### config.mk
export PLATFORM = sky130hd
export DESIGN_NAME = conv_sequencer
export DESIGN_NICKNAME = d
export VERILOG_FILES = /design/src/rtl/noc_pkg.sv /design/src/rtl/conv_sequencer.sv
export SDC_FILE = /design/constraint.sdc
export NUM_CORES = 1
export LEC_CHECK = 0
export ABC_AREA = 1
export CAP_MARGIN = 20
export CORE_MARGIN = 2
export CORE_UTILIZATION = 45
export DETAILED_ROUTE_END_ITERATION = 10
export PLACE_DENSITY_LB_ADDON = 0.25
export REMOVE_ABC_BUFFERS = 1
export SLEW_MARGIN = 30
export SYNTH_ARGS = -nofsm -noshare
export SYNTH_HDL_FRONTEND = slang
export SYNTH_SLANG_ARGS = --single-unit
### constraint.sdc
create_clock -name clk -period 3.9 [get_ports clk]
set_clock_uncertainty 0.2 [all_clocks]
set_input_delay 1.17 -clock clk [delete_from_list [all_inputs] [get_ports clk]]
set_output_delay 1.17 -clock clk [all_outputs]
set_load 0.02 [all_outputs]
### src/rtl/noc_pkg.sv
// Shared NOC definitions: layer types, PE op modes and default per-layer
// ifmap batch counts used by the sequencer and the NOC datapath.
package noc_pkg;

  typedef enum logic [1:0] {
    NULL   = 2'd0,
    LAYER1 = 2'd1,
    LAYER2 = 2'd2,
    LAYER3 = 2'd3
  } LAYER_TYPE;

  typedef enum logic [1:0] {
    MODE1 = 2'd0,
    MODE2 = 2'd1,
    MODE3 = 2'd2,
    MODE4 = 2'd3
  } OP_MODE;

  localparam int unsigned NOC_L1_BATCHES = 8;
  localparam int unsigned NOC_L2_BATCHES = 4;
  localparam int unsigned NOC_L3_BATCHES = 1;
  localparam int unsigned NOC_CNT_W      = 5;

endpackage

### src/rtl/conv_sequencer.sv
// Layer-level sequencer for the NOC ifmap distribution datapath.
// On an accepted start it configures the NOC for one layer, then for each
// ifmap batch: requests the batch, fires start_conv, waits for the NOC to
// release the buffer, and advances until every batch of the layer is done.
//
// Ports:
//   clk, rst           clock; asynchronous active-high reset
//   start              1-cycle pulse, accepted only when idle
//   layer_type_in      layer to run, sampled on accepted start
//   ifmap_ready        ifmap buffer holds a full batch
//   free_ifmap_buffer  1-cycle pulse from NOC: batch consumed
//   noc_start          1-cycle pulse: clear NOC counters
//   start_conv         1-cycle pulse: NOC/PEs latch batch and mode_out
//   layer_type_out     registered layer type to the NOC
//   mode_out           op mode of the batch in flight
//   ifmap_req          level request for the next batch
//   batch_idx          0-based index of the batch in flight
//   busy               high whenever not idle
//   layer_done         1-cycle pulse: all batches released
module conv_sequencer
  import noc_pkg::*;
#(
  parameter int unsigned L1_BATCHES = NOC_L1_BATCHES,
  parameter int unsigned L2_BATCHES = NOC_L2_BATCHES,
  parameter int unsigned L3_BATCHES = NOC_L3_BATCHES,
  parameter int unsigned CNT_W      = NOC_CNT_W
) (
  input  logic             clk,
  input  logic             rst,
  input  logic             start,
  input  LAYER_TYPE        layer_type_in,
  input  logic             ifmap_ready,
  input  logic             free_ifmap_buffer,
  output logic             noc_start,
  output logic             start_conv,
  output LAYER_TYPE        layer_type_out,
  output OP_MODE           mode_out,
  output logic             ifmap_req,
  output logic [CNT_W-1:0] batch_idx,
  output logic             busy,
  output logic             layer_done
);

  typedef enum logic [2:0] {
    IDLE  = 3'd0,
    INIT  = 3'd1,
    FETCH = 3'd2,
    CONV  = 3'd3,
    RUN   = 3'd4,
    NEXT  = 3'd5,
    DONE  = 3'd6
  } SEQ_STATE;

  SEQ_STATE         state;
  logic [CNT_W-1:0] last_idx;
  OP_MODE           next_mode;

  // Index of the final batch for a layer; NULL never reaches the batch loop.
  function automatic logic [CNT_W-1:0] last_idx_of(input LAYER_TYPE lt);
    case (lt)
      LAYER1:  return CNT_W'(L1_BATCHES - 1);
      LAYER2:  return CNT_W'(L2_BATCHES - 1);
      LAYER3:  return CNT_W'(L3_BATCHES - 1);
      default: return '0;
    endcase
  endfunction

  // Mode for the batch about to be latched by start_conv.
  always_comb begin
    next_mode = MODE1;
    case (layer_type_out)
      LAYER1:  next_mode = batch_idx[0] ? MODE2 : MODE1;
      LAYER2:  next_mode = MODE3;
      LAYER3:  next_mode = MODE4;
      default: next_mode = MODE1;
    endcase
  end

  // Pulses for INIT and DONE are emitted on the edge leaving those states,
  // giving the 2-cycle start->noc_start and NULL start->layer_done latency.
  // start_conv and mode_out are set on the edge entering CONV so the NOC
  // sees them one cycle after ifmap_ready.
  always_ff @(posedge clk or posedge rst) begin
    if (rst) begin
      state          <= IDLE;
      layer_type_out <= NULL;
      mode_out       <= MODE1;
      noc_start      <= 1'b0;
      start_conv     <= 1'b0;
      ifmap_req      <= 1'b0;
      batch_idx      <= '0;
      busy           <= 1'b0;
      layer_done     <= 1'b0;
      last_idx       <= '0;
    end else begin
      noc_start  <= 1'b0;
      start_conv <= 1'b0;
      layer_done <= 1'b0;
      case (state)
        IDLE: begin
          if (start) begin
            layer_type_out <= layer_type_in;
            last_idx       <= last_idx_of(layer_type_in);
            batch_idx      <= '0;
            busy           <= 1'b1;
            state          <= (layer_type_in == NULL) ? DONE : INIT;
          end
        end
        INIT: begin
          noc_start <= 1'b1;
          ifmap_req <= 1'b1;
          state     <= FETCH;
        end
        FETCH: begin
          if (ifmap_ready) begin
            ifmap_req  <= 1'b0;
            start_conv <= 1'b1;
            mode_out   <= next_mode;
            state      <= CONV;
          end
        end
        CONV: begin
          state <= RUN;
        end
        RUN: begin
          if (free_ifmap_buffer) state <= NEXT;
        end
        NEXT: begin
          if (batch_idx == last_idx) begin
            state <= DONE;
          end else begin
            batch_idx <= batch_idx + CNT_W'(1);
            ifmap_req <= 1'b1;
            state     <= FETCH;
          end
        end
        DONE: begin
          layer_done <= 1'b1;
          busy       <= 1'b0;
          state      <= IDLE;
        end
        default: state <= IDLE;
      endcase
    end
  end

endmodule
# --- Word level (Yosys, flattened, before mapping) ---
# Index checks and enable logic that the tools add are counted.
# Widths: inputs -> output; s select.
totals:
  out_inout_bits: 14
  in_bits: 7
  regBits: 22
  wordCells: 59
op_classes:
  n_reduce_logical: 11
  muxes: 21
  add_sub_neg: 1
  eq_ne: 16
op_table:
  columns: ["cell", "n"]
  rows:
  - ["$pmux 3 s6", 1]
  - ["$mux 3", 5]
  - ["$mux 5", 2]
  - ["$pmux 5 s2", 1]
  - ["$eq 3x3->1 const B", 3]
  - ["$reduce_and 3->1", 3]
  - ["$mux 1", 8]
  - ["$ne 2x2->1 const B", 4]
  - ["$eq 2x2->1 const B", 3]
  - ["$eq 3x2->1 const B", 2]
  - ["$pmux 2 s3", 1]
  - ["$pmux 3 s2", 1]
  - ["$reduce_and 2->1", 3]
  - ["$add 5x1->5 const B", 1]
  - ["$eq 5x5->1", 1]
  - ["$eq 2x1->1 const B", 2]
  - ["$reduce_bool 2->1", 2]
  - ["$eq 3x1->1 const B", 1]
  - ["$logic_not 3->1", 1]
  - ["$pmux 1 s3", 1]
  - ["$reduce_bool 3->1", 1]
  - ["$logic_not 2->1", 1]
  - ["$pmux 1 s2", 1]

# --- Longest topological paths before layout ---
# Gate-level depths: netlist of the first run.
depth:
  depth_word: 4
  mapped_depth: 8
  ltp_nobuf: 8

# --- Least setup slack after synthesis of the first run ---
# Ideal clock, no wire load.
synth_timing:
  path_kind: "in2reg"
  from: "input layer_type_in[0]"
  to: "register state[2]"
  setup_time_ns: 0.118
  path_buffers: 0
  stages: 8
  slack_ns: 1.820
  t_required_ns: 3.582
  t_arrival_ns: 1.762
  cell_sequence: "inv_1 > ha_1 > o21ai_0 > nand2_1 > inv_1 > nand2_1 > nand2_1 > nand2_1"
synth_between:
  elab_chain_cells: 4
synth_rtl:
  columns: ["item", "line", "source"]
  rows:
  - ["start: declaration", "conv_sequencer.sv:31", "input LAYER_TYPE layer_type_in,"]
  - ["$logic_not 2->1", "conv_sequencer.sv:106", "state <= (layer_type_in == NULL) ? DONE : INIT;"]
  - ["$mux 3", "conv_sequencer.sv:106", null]
  - ["$mux 3", "conv_sequencer.sv:101", "if (start) begin"]
  - ["$pmux 3 s6", "conv_sequencer.sv:99", "case (state)"]
  - ["end signal: assignment", "conv_sequencer.sv:106", null]
  - ["end: declaration", "conv_sequencer.sv:54", "SEQ_STATE state;"]
# Every way passes these cells. The select of a mux whose other input is x is not followed.
# A chain may end at the register's enable or synchronous reset.

# --- Final worst setup path of the first run ---
layout_timing:
  from: "register batch_idx[0]"
  to: "output batch_idx[0]"
layout_rtl:
  columns: ["item", "line", "source"]
  rows:
  - ["start: declaration", "conv_sequencer.sv:39", "output logic [CNT_W-1:0] batch_idx,"]
  - ["start signal: assignment", "conv_sequencer.sv:132", "batch_idx <= batch_idx + CNT_W'(1);"]
# No word-level cell between the ends.

==> results of run 1 <==
cell usage in the layout, fill, tap and decap left out, types with 2 or more instances in the layout:
cell	Yosys	final
a21oi_1	3	3
clkbuf_4	0	3
clkdlybuf4s50_1	0	20
dfrtp_1	19	19
ha_1	3	3
inv_1	15	15
inv_2	3	3
nand2_1	38	38
nand2_4	3	3
nand3_1	12	12
nand4_1	2	2
nor2_1	10	10
o21ai_0	6	6
worst paths after layout:
path / to / slack (ns) / depth (start not counted) / startpoint
worst max register to register: mode_out[0] / 2.30 / 6 / state[2]
worst max-delay path: batch_idx[0] / 1.04 / 1 / batch_idx[0]
worst min register to register: mode_out[1] / 0.28 / 2 / mode_out[1]
worst min-delay path: mode_out[1] / 0.28 / 2 / mode_out[1]
max in group asynchronous: batch_idx[3] / 1.95 / 2 / rst
min in group asynchronous: layer_done / 1.08 / 2 / rst
through the flow:
stage | hold slack (ns) | power [mW]
global placement | 0.257 | 0.746
global route | 0.344 | 0.914
detailed placement | 0.266 | 0.758
CTS | 0.293 | 0.860
floorplan | 0.264 | 0.607
finish | 0.283 | 0.851
power groups by stage:
stage | registers, mW | clock network [mW] | logic [mW]
2_1_floorplan | 0.385 | 0 | 0.222
5_1_grt | 0.345 | 0.111 | 0.458
6_report | 0.337 | 0.0993 | 0.414
4_1_cts | 0.336 | 0.106 | 0.418
3_5_place_dp | 0.340 | 0 | 0.417
3_3_place_gp | 0.337 | 0 | 0.409
state kept, by name, indices dropped and copies added, names as in the netlist:
signal,count
layer_done,1
state,3
layer_type_out,2
batch_idx,5
ifmap_req,1
busy,1
last_idx,2
mode_out,2
noc_start,1
start_conv,1
kinds of logic after synthesis:
logic type,synth area share
DFF,0.468
xor gates and xnor gates,0.00862
buffers and inverters,0.0665
and+or+nand+nor,0.371
adders and majority gates,0.0369
AOI/OAI and AO/OA,0.0493
layout make-up:
type,count,share of cell area
repair buffers,20,0.157
flip-flops and latches,19,0.372
multi-input cells,87,0.370
clock inverters,1,0.00391
clock buffers,3,0.0176
well taps,28,0.0274
inverters,18,0.0528
per-layer routing:
layer | GRT usage | vias to the layer above | wire length [um]
met5 | 0 | - | 0
met4 | 0.0833 | 0 | 16
met3 | 0.0374 | 2 | 62
met2 | 0.286 | 17 | 976
met1 | 0.205 | 418 | 893
li1 | - | 438 | -
==> flow_summary.yaml, run 1 <==
cells_and_area:
  finalCoreUtilization: 0.589
  drive_gt1_frac: 0.108
  area_growth_pct: 25.9
  multi_input_area_um2: 473
  nFillCells: 226
  fin_nets: 159
  num_antenna_cells: 0
  regArea_um2: 475
  fin_cells: 176
  final_area_um2: 1280
place:
  placed_cell_area_um2: 1250
  place_congestion: 0.856
  preCtsSetupSlack_ns: 1.21
  placed_cells: 172
  dp_hpwl_um: 1510
  port_buffers: 20
yosys:
  synthTopCellsByArea: "dfrtp_1 (47%), nand2_1 (14%), nand3_1 (5.9%)"
  yosysSeqAreaShare: 0.468
  ys_ff_latch: 19
  synthCells: 124
  yosysMostFrequentCell: "nand2_1"
  synth_edf_count: 0
  syn_area_um2: 1020
  yosys_warnings: 0
  synth_top_area_share: 0.468
  yosysTopAreaCell: "dfrtp_1"
  synth.avg_cell_area_um2: 8.19
  synth_top_cells_by_count: "nand2_1 (38), dfrtp_1 (19), inv_1 (15)"
  synth-async-reset-ratio: 1.00
  synth_cell_types: 21
  ys_dominant_reg_cell: "dfrtp_1"
sta:
  period_needed_ns: 2.86
  tightest_slew_ns: 0.736
  finalMaxSlewViolations: 0
  fmax_mhz: 350
  setup_violations: 0
  slew_headroom: 0.509
  setup_tns_ns: 0
  min_period_over_period: 0.733
  rsz0062_at_grt: "no"
  fin_ws_ns: 1.04
  final_hold_viol_count: 0
cts:
  cts_root_buf: "clkbuf_4"
  cts.sinks: 19
  htree_levels: 1
  cts-resized-gates: 0
  clk_latency_ns: 0.30
  hold_buffers: 0
  cts_made_buffers: 3
  path_clk_slew_ns: 0.11
  cts_tree: "yes"
  cts_buffer_depth: 2
  cts_setup_buffers: 0
floorplan:
  dieArea_um2: 2650
  num_io_pins: 21
  die_h_um: 51.5
  core-area_um2: 2170
  num_rows: 17
  start_util: 0.468
  dieWidth_um: 51.5
drt:
  totalWireLength_um: 1950
  num_vias: 875
  wire_per_inst_um: 11.1
  first_pass_iters: 4
  drtIter0Drc: 19
  viasPerCell: 4.97
  drc: 0
  antenna_left: 0
critical_path:
  cp.arrival_ns: 1.49
  critPathTopFamily: "buffers and inverters"
  required_ns: 2.53
  crit_buf_inv: 1
  end_kind: "primary output"
  crit_fanout: 9
  cpMaxStageDelayCell: "clkdlybuf4s50_1"
  critPathMaxStageDelay_ns: 0.66
  cp-start-kind: "flop"
  crit_chain: "clkdlybuf4s50_1"
  crit_type: "reg -> out"
global_route:
  grt_pass1_wl_um: 3330
  grt_usage: 0.170
  grt_pass1_vias: 816
  grt_start_max_net_pins: 20
  antenna_found_initial: 0
  grt.overflow.total: 0
power_and_ir_drop:
  p_sw_uw: 377
  power_frac_seq: 0.396
  ir_drop_mv: 0.416
  power_density_nw_per_um2: 665
  power.leakage_nw: 0.668
  comb_power_share: 0.487
  p_int_uw: 473
  p_sw_frac: 0.444
  clockPowerShare: 0.117
job:
  drv_cap: 0
outcome:
  status: "finished clean"
worst_hold_path:
  hold_class: "reg -> reg"
No activity file was read; power rests on OpenSTA's default activity.
==> run 2: changes to the inputs <==
==> constraint.sdc (replaced) <==
create_clock -name clk -period 2.9 [get_ports clk]
set_clock_uncertainty 0.2 [all_clocks]
set_input_delay 0.87 -clock clk [delete_from_list [all_inputs] [get_ports clk]]
set_output_delay 0.87 -clock clk [all_outputs]
set_load 0.02 [all_outputs]
==> results of run 2 <==
Same layout as run 1 (identical final DEF). Status: finished clean.
Among the figures that moved: setup slack after placement 1.21 ns -> 0.512 ns; setup slack after layout 1.04 ns -> 0.343 ns; register-to-register setup slack 2.30 ns -> 1.30 ns; total power 0.851 mW -> 1.14 mW; worst IR drop on VDD 0.416 mV -> 0.559 mV
==> run 3: changes to the inputs <==
--- a/config.mk
+++ b/config.mk
@@ -10,7 +10,8 @@
 export CORE_MARGIN = 2
 export CORE_UTILIZATION = 45
 export DETAILED_ROUTE_END_ITERATION = 10
-export PLACE_DENSITY_LB_ADDON = 0.25
+export HOLD_SLACK_MARGIN = 0.08
+export PLACE_DENSITY = 0.72
 export REMOVE_ABC_BUFFERS = 1
 export SLEW_MARGIN = 30
 export SYNTH_ARGS = -nofsm -noshare
==> run 3 against run 2 <==
Compared with the run above:
- non-clock buffer count up 1
- critical endpoint unchanged
- hold slack improved by 0.0074 ns
- maximum frequency increased by 0.40%
- register-to-register slack hardly changed
- combinational power about the same
==> flow_summary.yaml, run 3 (synthesized netlist as in run 1, its figures left out) <==
global_route:
  grt_usage: 0.182
  grt.overflow.total: 0
  grt_pass1_wl_um: 3530
  antenna_found_initial: 0
  grt_pass1_vias: 841
  grt_start_max_net_pins: 20
critical_path:
  cpMaxStageDelayCell: "clkdlybuf4s50_1"
  cp-start-kind: "flop"
  crit_chain: "clkdlybuf4s50_1"
  critPathMaxStageDelay_ns: 0.66
  crit_buf_inv: 1
  crit_fanout: 9
  end_kind: "primary output"
  cp.arrival_ns: 1.48
  required_ns: 1.83
  critPathTopFamily: "buffers and inverters"
  crit_type: "reg -> out"
sta:
  setup_violations: 0
  slew_headroom: 0.782
  fmax_mhz: 393
  final_hold_viol_count: 0
  setup_tns_ns: 0
  tightest_slew_ns: 0.327
  min_period_over_period: 0.878
  finalMaxSlewViolations: 0
  fin_ws_ns: 0.353
  period_needed_ns: 2.55
  rsz0062_at_grt: "no"
cts:
  cts_buffer_depth: 2
  cts_made_buffers: 3
  hold_buffers: 0
  htree_levels: 1
  cts.sinks: 19
  cts_root_buf: "clkbuf_4"
  cts-resized-gates: 0
  cts_setup_buffers: 0
  cts_tree: "yes"
  path_clk_slew_ns: 0.12
  clk_latency_ns: 0.31
place:
  dp_hpwl_um: 1540
  port_buffers: 20
  preCtsSetupSlack_ns: 0.513
  placed_cell_area_um2: 1260
  placed_cells: 173
  place_congestion: 0.865
drt:
  drc: 0
  wire_per_inst_um: 11.4
  num_vias: 892
  antenna_left: 0
  first_pass_iters: 4
  totalWireLength_um: 2030
  drtIter0Drc: 13
  viasPerCell: 5.04
floorplan:
  num_rows: 17
  dieWidth_um: 51.5
  die_h_um: 51.5
  num_io_pins: 21
  dieArea_um2: 2650
  start_util: 0.468
  core-area_um2: 2170
cells_and_area:
  multi_input_area_um2: 473
  nFillCells: 216
  layout_common_cells: "nand2_1 (38), clkdlybuf4s50_1 (20), dfrtp_1 (19)"
  regMostFlops: "batch_idx"
  largest_reg_flops: 5
  final_area_um2: 1290
  fin_nets: 160
  drive_gt1_frac: 0.114
  final_common_cell: "nand2_1"
  fin_cells: 177
  num_antenna_cells: 0
  largestRegisters: "batch_idx (5), state (3)"
  area_growth_pct: 26.8
  regArea_um2: 475
worst_hold_path:
  hold_class: "reg -> reg"
job:
  drv_cap: 0
power_and_ir_drop:
  comb_power_share: 0.484
  p_int_uw: 638
  clockPowerShare: 0.122
  power_frac_seq: 0.394
  p_sw_uw: 514
  power.leakage_nw: 0.669
  power_density_nw_per_um2: 894
  ir_drop_mv: 0.593
  p_sw_frac: 0.446
outcome:
  status: "finished clean"
-- run 3: cell count changes in the layout (fill, tap and decap cells not counted), sizes merged --
cell / change
buf: +1
clkinv: -1
clkinvlp: +1
-- run 3: worst paths after layout --
kind,start,end,slack (ns),cells past startpoint
worst min register to register,ifmap_req,ifmap_req,0.29,2
worst max-delay path,batch_idx[0],batch_idx[0],0.35,1
worst min-delay path,ifmap_req,ifmap_req,0.29,2
worst max register to register,state[0],batch_idx[2],1.31,6
max in group asynchronous,rst,ifmap_req,1.61,3
min in group asynchronous,rst,mode_out[0],0.66,3
-- run 3: layer usage --
layer | vias to the layer above | GRT usage | share of wire
li1 | 444 | - | -
met3 | 6 | 0.0287 | 0.031
met5 | - | 0 | 0
met2 | 18 | 0.314 | 0.50
met1 | 424 | 0.205 | 0.45
met4 | 0 | 0.123 | 0.022
-- run 3: layout make-up --
class                           count  area share
Sequential cell                    19       0.369
Multi-Input combinational cell     87       0.367
Timing Repair Buffer               21       0.161
Inverter                           18      0.0524
Tap cell                           28      0.0272
Clock buffer                        3      0.0175
Clock inverter                      1     0.00583
-- run 3: power by group through the flow --
stage / Combinational [mW] / Sequential (mW) / Clock (mW)
floorplan: 0.299 / 0.517 / 0
global placement: 0.551 / 0.455 / 0
detailed placement: 0.560 / 0.461 / 0
CTS: 0.562 / 0.456 / 0.146
global route: 0.618 / 0.471 / 0.153
finish: 0.558 / 0.455 / 0.140
-- run 3: per-stage QoR --
| step | hold WS (ns) | power, mW | util |
|---|---|---|---|
| 2_1_floorplan | 0.264 | 0.816 | - |
| 3_3_place_gp | 0.259 | 1.01 | 0.580 |
| 3_5_place_dp | 0.267 | 1.02 | 0.580 |
| 4_1_cts | 0.297 | 1.16 | 0.594 |
| 5_1_grt | 0.337 | 1.24 | 0.594 |
| 6_report | 0.290 | 1.15 | 0.594 |
